## config.mk

```make
export PLATFORM = sky130hd
export DESIGN_NAME = multicycle_controller
export DESIGN_NICKNAME = d
export VERILOG_FILES = /design/src/rtl/multicycle_controller.sv
export SDC_FILE = /design/constraint.sdc
export NUM_CORES = 1
export LEC_CHECK = 0
export BUFFER_PORTS_ARGS = -buffer_cell sky130_fd_sc_hd__buf_2
export CAP_MARGIN = 10
export CORE_AREA = 2 2 40 42
export DETAILED_ROUTE_END_ITERATION = 10
export DIE_AREA = 0 0 42 44
export PLACE_DENSITY = 0.7
export SYNTH_ARGS = -nofsm -noshare
export SYNTH_HDL_FRONTEND = slang
export SYNTH_SLANG_ARGS = --single-unit
```

## constraint.sdc

```tcl
create_clock -name clk_i -period 1.21 [get_ports clk_i]
set_clock_uncertainty 0.2 [all_clocks]
set_input_delay 0.0605 -clock clk_i [delete_from_list [all_inputs] [get_ports clk_i]]
set_output_delay 0.0605 -clock clk_i [all_outputs]
set_load 0.01 [all_outputs]
```

## src/rtl/multicycle_controller.sv

```systemverilog
// Multicycle RV32I control unit: Moore FSM plus embedded ALU decoder.
// Optional build macro ILLEGAL_OP_TRAP_EN adds a TRAP state and the illegal_o port.
module multicycle_controller #(
  parameter int NOps = 5,
  localparam int NOpsWidth = $clog2(NOps)
) (
  input  logic                 clk_i,
  input  logic                 rst_ni,
  input  logic [6:0]           op_i,
  input  logic [2:0]           funct3_i,
  input  logic                 funct7b5_i,
  input  logic                 zero_i,
  output logic                 pc_write_o,
  output logic                 adr_src_o,
  output logic                 mem_write_o,
  output logic                 ir_write_o,
  output logic [1:0]           result_src_o,
  output logic [1:0]           alu_src_a_o,
  output logic [1:0]           alu_src_b_o,
  output logic [1:0]           imm_src_o,
  output logic                 reg_write_o,
`ifdef ILLEGAL_OP_TRAP_EN
  output logic                 illegal_o,
`endif
  output logic [NOpsWidth-1:0] alu_control_o
);

  localparam logic [6:0] OP_LW   = 7'b0000011;
  localparam logic [6:0] OP_SW   = 7'b0100011;
  localparam logic [6:0] OP_RTYP = 7'b0110011;
  localparam logic [6:0] OP_ITYP = 7'b0010011;
  localparam logic [6:0] OP_JAL  = 7'b1101111;
  localparam logic [6:0] OP_BEQ  = 7'b1100011;

  typedef enum logic [3:0] {
    S_FETCH, S_DECODE, S_MEMADR, S_MEMREAD, S_MEMWB, S_MEMWRITE,
    S_EXECUTER, S_EXECUTEI, S_ALUWB, S_JAL, S_BEQ
`ifdef ILLEGAL_OP_TRAP_EN
    , S_TRAP
`endif
  } state_t;

  state_t     state, state_next;
  logic [1:0] alu_op;
  logic       pc_write, mem_write, ir_write, reg_write;

  // NOTE: state registers use non-blocking assignments so every flop samples pre-edge values.
  always_ff @(posedge clk_i or negedge rst_ni) begin
    if (!rst_ni) state <= S_FETCH;
    else         state <= state_next;
  end

  // NOTE: every output is given a default first so no path through the case infers a latch.
  always_comb begin
    state_next   = S_FETCH;
    pc_write     = 1'b0;
    adr_src_o    = 1'b0;
    mem_write    = 1'b0;
    ir_write     = 1'b0;
    result_src_o = 2'b00;
    alu_src_a_o  = 2'b00;
    alu_src_b_o  = 2'b00;
    reg_write    = 1'b0;
    alu_op       = 2'b00;
`ifdef ILLEGAL_OP_TRAP_EN
    illegal_o    = 1'b0;
`endif
    unique case (state)
      S_FETCH: begin
        ir_write     = 1'b1;
        alu_src_b_o  = 2'b10;
        result_src_o = 2'b10;
        pc_write     = 1'b1;
        state_next   = S_DECODE;
      end
      S_DECODE: begin
        alu_src_a_o = 2'b01;
        alu_src_b_o = 2'b01;
        case (op_i)
          OP_LW, OP_SW: state_next = S_MEMADR;
          OP_RTYP:      state_next = S_EXECUTER;
          OP_ITYP:      state_next = S_EXECUTEI;
          OP_JAL:       state_next = S_JAL;
          OP_BEQ:       state_next = S_BEQ;
`ifdef ILLEGAL_OP_TRAP_EN
          default:      state_next = S_TRAP;
`else
          default:      state_next = S_FETCH;
`endif
        endcase
      end
      S_MEMADR: begin
        alu_src_a_o = 2'b10;
        alu_src_b_o = 2'b01;
        state_next  = (op_i == OP_LW) ? S_MEMREAD : S_MEMWRITE;
      end
      S_MEMREAD: begin
        adr_src_o  = 1'b1;
        state_next = S_MEMWB;
      end
      S_MEMWB: begin
        result_src_o = 2'b01;
        reg_write    = 1'b1;
      end
      S_MEMWRITE: begin
        adr_src_o = 1'b1;
        mem_write = 1'b1;
      end
      S_EXECUTER: begin
        alu_src_a_o = 2'b10;
        alu_op      = 2'b10;
        state_next  = S_ALUWB;
      end
      S_EXECUTEI: begin
        alu_src_a_o = 2'b10;
        alu_src_b_o = 2'b01;
        alu_op      = 2'b10;
        state_next  = S_ALUWB;
      end
      S_ALUWB: reg_write = 1'b1;
      S_JAL: begin
        alu_src_a_o = 2'b01;
        alu_src_b_o = 2'b10;
        pc_write    = 1'b1;
        state_next  = S_ALUWB;
      end
      S_BEQ: begin
        alu_src_a_o = 2'b10;
        alu_op      = 2'b01;
        pc_write    = zero_i;
      end
`ifdef ILLEGAL_OP_TRAP_EN
      S_TRAP: begin
        illegal_o  = 1'b1;
        state_next = S_TRAP;
      end
`endif
      default: state_next = S_FETCH;
    endcase
  end

  // Write strobes are forced low for the whole reset window, not just after the next edge.
  assign pc_write_o  = pc_write  & rst_ni;
  assign ir_write_o  = ir_write  & rst_ni;
  assign reg_write_o = reg_write & rst_ni;
  assign mem_write_o = mem_write & rst_ni;

  always_comb begin
    case (op_i)
      OP_SW:   imm_src_o = 2'b01;
      OP_BEQ:  imm_src_o = 2'b10;
      OP_JAL:  imm_src_o = 2'b11;
      default: imm_src_o = 2'b00;
    endcase
  end

  // Subtract only for R-type with instr[30] set; I-type addi ignores that bit.
  always_comb begin
    alu_control_o = 3'b000;
    case (alu_op)
      2'b00: alu_control_o = 3'b000;
      2'b01: alu_control_o = 3'b001;
      default: begin
        case (funct3_i)
          3'b000:  alu_control_o = (funct7b5_i & op_i[5]) ? 3'b001 : 3'b000;
          3'b010:  alu_control_o = 3'b101;
          3'b110:  alu_control_o = 3'b011;
          3'b111:  alu_control_o = 3'b010;
          default: alu_control_o = 3'b000;
        endcase
      end
    endcase
  end

endmodule

```

==> flow_metrics.env, run 1 <==
export IMPL_async_reset_ff_share_pct=100.0
export IMPL_layout_common_cells="buf_2, buf_4, buf_6"
export IMPL_r2r_start="state[1]"
export IMPL_layout_nets=151
export IMPL_finalSetupViolations=18
export IMPL_postLayoutCellArea_um2=1241
export IMPL_synth_cells=68
export IMPL_synth_area_um2=495.5
export IMPL_vdd_ir_drop_max_mv=0.6919
export IMPL_reg_largest_list="state x4"
export IMPL_path_depth=5
export IMPL_vias_per_cell=5.344
export IMPL_vias=807
export IMPL_cp_slowest_cell="dfrtp_2"
export IMPL_reg2reg_depth=4
export IMPL_tightest_slew_ns=0.3005
export IMPL_die_area_um2=1848
export IMPL_overflow=0
export IMPL_final_common_cell="buf_2"
export IMPL_rows=14
export IMPL_violations="setup timing"
export IMPL_antenna_found_initial=0
export IMPL_startpoint_type="flip-flop"
export IMPL_power_density_nw_per_um2=1173
export IMPL_critPathTopFamily="flip-flops"
export IMPL_utilization_pct=87.48
export IMPL_ys_warn_count=0
export IMPL_place_gp_congestion=0.7719
export IMPL_coreArea_um2=1419
export IMPL_post_dp_hpwl_um=1366
export IMPL_dp_slack_ns=-0.2717
export IMPL_synthFlopType="dfrtp_1"
export IMPL_crit_fanout=5
export IMPL_crit_chain="buf_6 > nor2_4 > nor2_2 > a2111oi_4 > buf_2"
export IMPL_cp_startpoint="state[1]"
export IMPL_ys_seq_area_share_pct=20.20
export IMPL_drive_above_1_share_pct=78.52
export IMPL_hold_start="op_i[3]"
export IMPL_routed_wl_um=2245
export IMPL_worstPathRequired_ns=0.95
export IMPL_grt_pass1_vias=796
export IMPL_clk_latency_ns=0.24
export IMPL_final_max_slew_viol_count=0
export IMPL_ys_types=34
export IMPL_power_w=0.001456
export IMPL_slew_headroom_pct=79.87
export IMPL_ant_nets=0
export IMPL_grt_max_degree=7
export IMPL_fin_ws_ns=-0.4474
export IMPL_syn_nets=82
export IMPL_p_leak_nw=0.6136
export IMPL_synth_avg_cell_area_um2=7.286
export IMPL_synth_edf_count=0
export IMPL_rsz0062_at_grt="yes"
export IMPL_clkTransAtPathRegs_ns=0.04
export IMPL_cap_violations=0
export IMPL_cp_endpoint="pc_write_o"
export IMPL_drcViolationCount=0
export IMPL_dr_first_iter_drc_count=12
export IMPL_crit_type="reg2out"
export IMPL_hold_slack_ns=0.04833
export IMPL_fillers=70
export IMPL_reg2reg_slack_ns=-0.43
export IMPL_wire_per_inst_um=14.87
export IMPL_fp_dieH_um=44
export IMPL_max_freq_mhz=603.3
export IMPL_clockRootBuffer="clkbuf_4"
export IMPL_min_path_type="in2reg"
export IMPL_die_w_um=42
export IMPL_cts_htree_levels=1
export IMPL_initial_utilization_pct=34.92
export IMPL_grtUsageTotal_pct=23.84
export IMPL_cts_buffers=3
export IMPL_cp_slowest_stage_delay_ns=0.45
export IMPL_io_buffers=29
export IMPL_synthToLayoutAreaGrowth_pct=150.5
export IMPL_period_needed_ns=1.657
export IMPL_grt_pass1_wl_um=3401
export IMPL_largest_register_ffs=4
export IMPL_cts_sinks=4
export IMPL_r2r_end="state[0]"
export IMPL_end_kind="primary output"
export IMPL_pin_count=30
export IMPL_ys_ff_latch=4
export IMPL_n_antenna_cell=0
export IMPL_arrival_ns=1.40
export IMPL_tritoncts="yes"
export IMPL_cts_buffer_depth=2
export IMPL_period_share_pct=137.0
export IMPL_hold_viol=0
export IMPL_postPlaceCellArea_um2=895.9
export IMPL_crit_buf_inv=2
export IMPL_regMostFlops="state"
export IMPL_firstDrtPassIters=4
export IMPL_status="finished, violations left"
==> worst min-delay path by stage <==
| stage | end | slack (ns) | cells after the start |
|---|---|---|---|
| floorplan | state[0] | -0.44 | 0 |
| global placement | state[2] | -0.24 | 2 |
| detailed placement | state[2] | -0.22 | 2 |
| CTS | state[0] | 0.005 | 4 |
| global route | state[0] | 0.05 | 4 |
| finish | state[0] | 0.05 | 4 |
==> tightest hold or removal path: cells and delay by family <==
| kind | cells | cell delay [ns] |
|---|---|---|
| compound gates | 1 | 0.10 |
| simple gates | 2 | 0.17 |
| buf+inv | 1 | 0.12 |
==> per-stage QoR <==
stage	setup TNS, ns	cells
after floorplan	-0.3770	68
after global placement	-1.925	131
after detailed placement	-2.246	131
after CTS	-5.506	147
after global routing	-6.805	151
final	-6.169	151
==> layout make-up <==
class	instances	area, um^2	share of cell area, %
multi-input combinational	56	570.5	45.97
timing repair buffer	68	508.0	40.93
sequential	4	105.1	8.468
clock buffer	3	22.52	1.815
tap	16	20.02	1.613
inverter	4	15.01	1.210
==> metal layers <==
layer	part of all wire, %	GRT usage [%]
met1	38	25.57
met2	58	49.06
met3	3.4	1.250
met4	1.4	7.742
met5	0	0
==> logic make-up after synthesis <==
logic type	share of synthesized area, %
compound gates	19.69
buf+inv	6.061
xor+xnor	5.304
flops	20.20
simple gates	48.74
==> where the power goes <==
| part | switching (W) | internal [W] |
|---|---|---|
| Sequential | 0.0000465 | 0.000159 |
| Clock | 0.0000580 | 0.000111 |
| Combinational | 0.000503 | 0.000578 |
==> repair_timing <==
item / CTS / global route
gates cloned: 1 / 0
pin swaps: 9 / 8
gates resized for setup: 34 / 15
buffers inserted: 11 / 4
hold endpoints to repair: 4 / 0
hold buffers: 1 / 0
setup endpoints to repair: 18 / 19
==> synth_stat cells (all sizes together), types with 2 or more instances <==
cell type / n / area share, %
nor2: 6 / 4.5
nor3: 6 / 6.1
dfrtp: 4 / 20
inv: 4 / 3.0
nand2: 4 / 3.0
a21oi: 3 / 3.0
nand2b: 3 / 3.8
nor2b: 3 / 3.8
a211oi: 2 / 3.0
a31oi: 2 / 2.5
and3: 2 / 2.8
buf: 2 / 1.5
clkbuf: 2 / 1.5
nand3: 2 / 3.0
nand4: 2 / 2.5
nor3b: 2 / 3.0
nor4b: 2 / 3.5
o21a: 2 / 3.0
xnor2: 2 / 3.5
Note: power is estimated with default switching activity, not from simulation.
==> run 2, diff against run 1 <==
--- a/config.mk
+++ b/config.mk
@@ -11,6 +11,7 @@
 export DETAILED_ROUTE_END_ITERATION = 10
 export DIE_AREA = 0 0 42 44
 export PLACE_DENSITY = 0.7
+export RECOVER_POWER = 25
 export SYNTH_ARGS = -nofsm -noshare
 export SYNTH_HDL_FRONTEND = slang
 export SYNTH_SLANG_ARGS = --single-unit
==> flow_metrics.env, run 2 (synthesis results as in run 1) <==
export IMPL_status="finished, violations left"
export IMPL_n_antenna_cell=0
export IMPL_cap_violations=0
export IMPL_overflow=0
export IMPL_vias_per_cell=5.397
export IMPL_arrival_ns=1.40
export IMPL_die_area_um2=1848
export IMPL_finalSetupViolations=18
export IMPL_vdd_ir_drop_max_mv=0.6899
export IMPL_p_sw_w=0.0006044
export IMPL_dr_first_iter_drc_count=11
export IMPL_tightest_slew_ns=0.3079
export IMPL_grt_pass1_vias=796
export IMPL_io_buffers=29
export IMPL_slew_headroom_pct=79.38
export IMPL_crit_fanout=5
export IMPL_dp_slack_ns=-0.2717
export IMPL_end_kind="primary output"
export IMPL_layout_nets=151
export IMPL_p_sw_share_pct=41.63
export IMPL_max_freq_mhz=602.6
export IMPL_hold_slack_ns=0.04809
export IMPL_power_density_nw_per_um2=1173
export IMPL_fillers=72
export IMPL_regMostFlops="state"
export IMPL_cts_buffer_depth=2
export IMPL_utilization_pct=87.21
export IMPL_violations="setup timing"
export IMPL_grt_max_degree=7
export IMPL_routed_wl_um=2245
export IMPL_initial_utilization_pct=34.92
export IMPL_crit_type="reg2out"
export IMPL_place_gp_congestion=0.7719
export IMPL_rows=14
export IMPL_hold_viol=0
export IMPL_layout_common_cells="buf_2, buf_4, buf_6"
export IMPL_coreArea_um2=1419
export IMPL_tritoncts="yes"
export IMPL_internal_power_w=0.0008477
export IMPL_fin_cells=151
export IMPL_clk_latency_ns=0.23
export IMPL_dp_cells=131
export IMPL_pin_count=30
export IMPL_rsz0062_at_grt="yes"
export IMPL_period_share_pct=137.2
export IMPL_synthToLayoutAreaGrowth_pct=149.7
export IMPL_p_seq_share_pct=14.2
export IMPL_largest_register_ffs=4
export IMPL_power_frac_comb_pct=74.2
export IMPL_clockRootBuffer="clkbuf_4"
export IMPL_final_max_slew_viol_count=0
export IMPL_p_leak_nw=0.6100
export IMPL_post_dp_hpwl_um=1366
export IMPL_period_needed_ns=1.660
export IMPL_clockPowerShare_pct=11.6
export IMPL_power_w=0.001452
export IMPL_grtUsageTotal_pct=23.84
export IMPL_grt_pass1_wl_um=3401
export IMPL_startpoint_type="flip-flop"
export IMPL_die_w_um=42
export IMPL_cts_sinks=4
export IMPL_reg_largest_list="state x4"
export IMPL_final_common_cell="buf_2"
export IMPL_fp_dieH_um=44
export IMPL_min_path_type="in2reg"
export IMPL_regArea_um2=105.1
export IMPL_drcViolationCount=0
export IMPL_antenna_found_initial=0
export IMPL_worstPathRequired_ns=0.95
export IMPL_cts_buffers=3
export IMPL_vias=815
export IMPL_wire_per_inst_um=14.87
export IMPL_reg2reg_depth=4
export IMPL_clkTransAtPathRegs_ns=0.04
export IMPL_multiInputGateArea_um2=570.5
export IMPL_cts_htree_levels=1
export IMPL_fin_ws_ns=-0.4495
export IMPL_min_path_cells=4
export IMPL_drive_above_1_share_pct=77.78
export IMPL_ant_nets=0
export IMPL_firstDrtPassIters=4
[run 2: worst max-delay path: stages, from the launching register on]
cell,delay (ns)
dfrtp_2,0.45
nor2b_4,0.15
buf_4,0.13
buf_6,0.11
nor3_2,0.14
a211oi_2,0.05
buf_2,0.14
[run 2: power by group through the flow]
| stage | Clock, W | Combinational [W] | Sequential (W) |
|---|---|---|---|
| after floorplan | 0 | 0.000389 | 0.000182 |
| after global placement | 0 | 0.000663 | 0.000183 |
| after detailed placement | 0 | 0.000678 | 0.000187 |
| after CTS | 0.000164 | 0.000898 | 0.000199 |
| after global routing | 0.000177 | 0.00115 | 0.000208 |
| final | 0.000168 | 0.00108 | 0.000206 |
[run 2: path summary, 6_finish.rpt]
check	start	end	slack, ns
hold reg to reg	state[2]	state[0]	0.51
hold / removal	op_i[3]	state[0]	0.05
setup reg to reg	state[1]	state[0]	-0.43
max in group asynchronous	rst_ni	state[1]	0.41
setup / recovery	state[1]	alu_src_b_o[0]	-0.45
min in group asynchronous	rst_ni	state[3]	0.19
[run 2: final cells by class]
type                            count  area share (%)
Multi-Input combinational cell     56           46.11
Timing Repair Buffer               68           40.75
Sequential cell                     4           8.493
Clock buffer                        3           1.820
Tap cell                           16           1.618
Inverter                            4           1.213
[run 2: per-layer routing]
layer | vias to the layer above | GRT usage [%] | wire length [um]
met1 | 390 | 25.57 | 809
met2 | 34 | 49.06 | 1305
li1 | 387 | - | -
met3 | 4 | 1.250 | 97
met5 | - | 0 | 0
met4 | 0 | 7.742 | 32
[run 2: repair_timing]
action                     4_1_cts  5_1_grt
hold buffers                     1        0
resized for setup               34       15
setup endpoints to repair       18       19
gates cloned                     1        0
buffers inserted                11        4
hold endpoints to repair         4        0
pin swaps                        9        8
[run 2: through the flow]
stage	instance area, um^2	TNS [ns]
global placement	895.9	-1.925
detailed placement	895.9	-2.246
global route	1237	-6.811
floorplan	605.6	-0.3770
finish	1237	-6.175
CTS	1145	-5.506
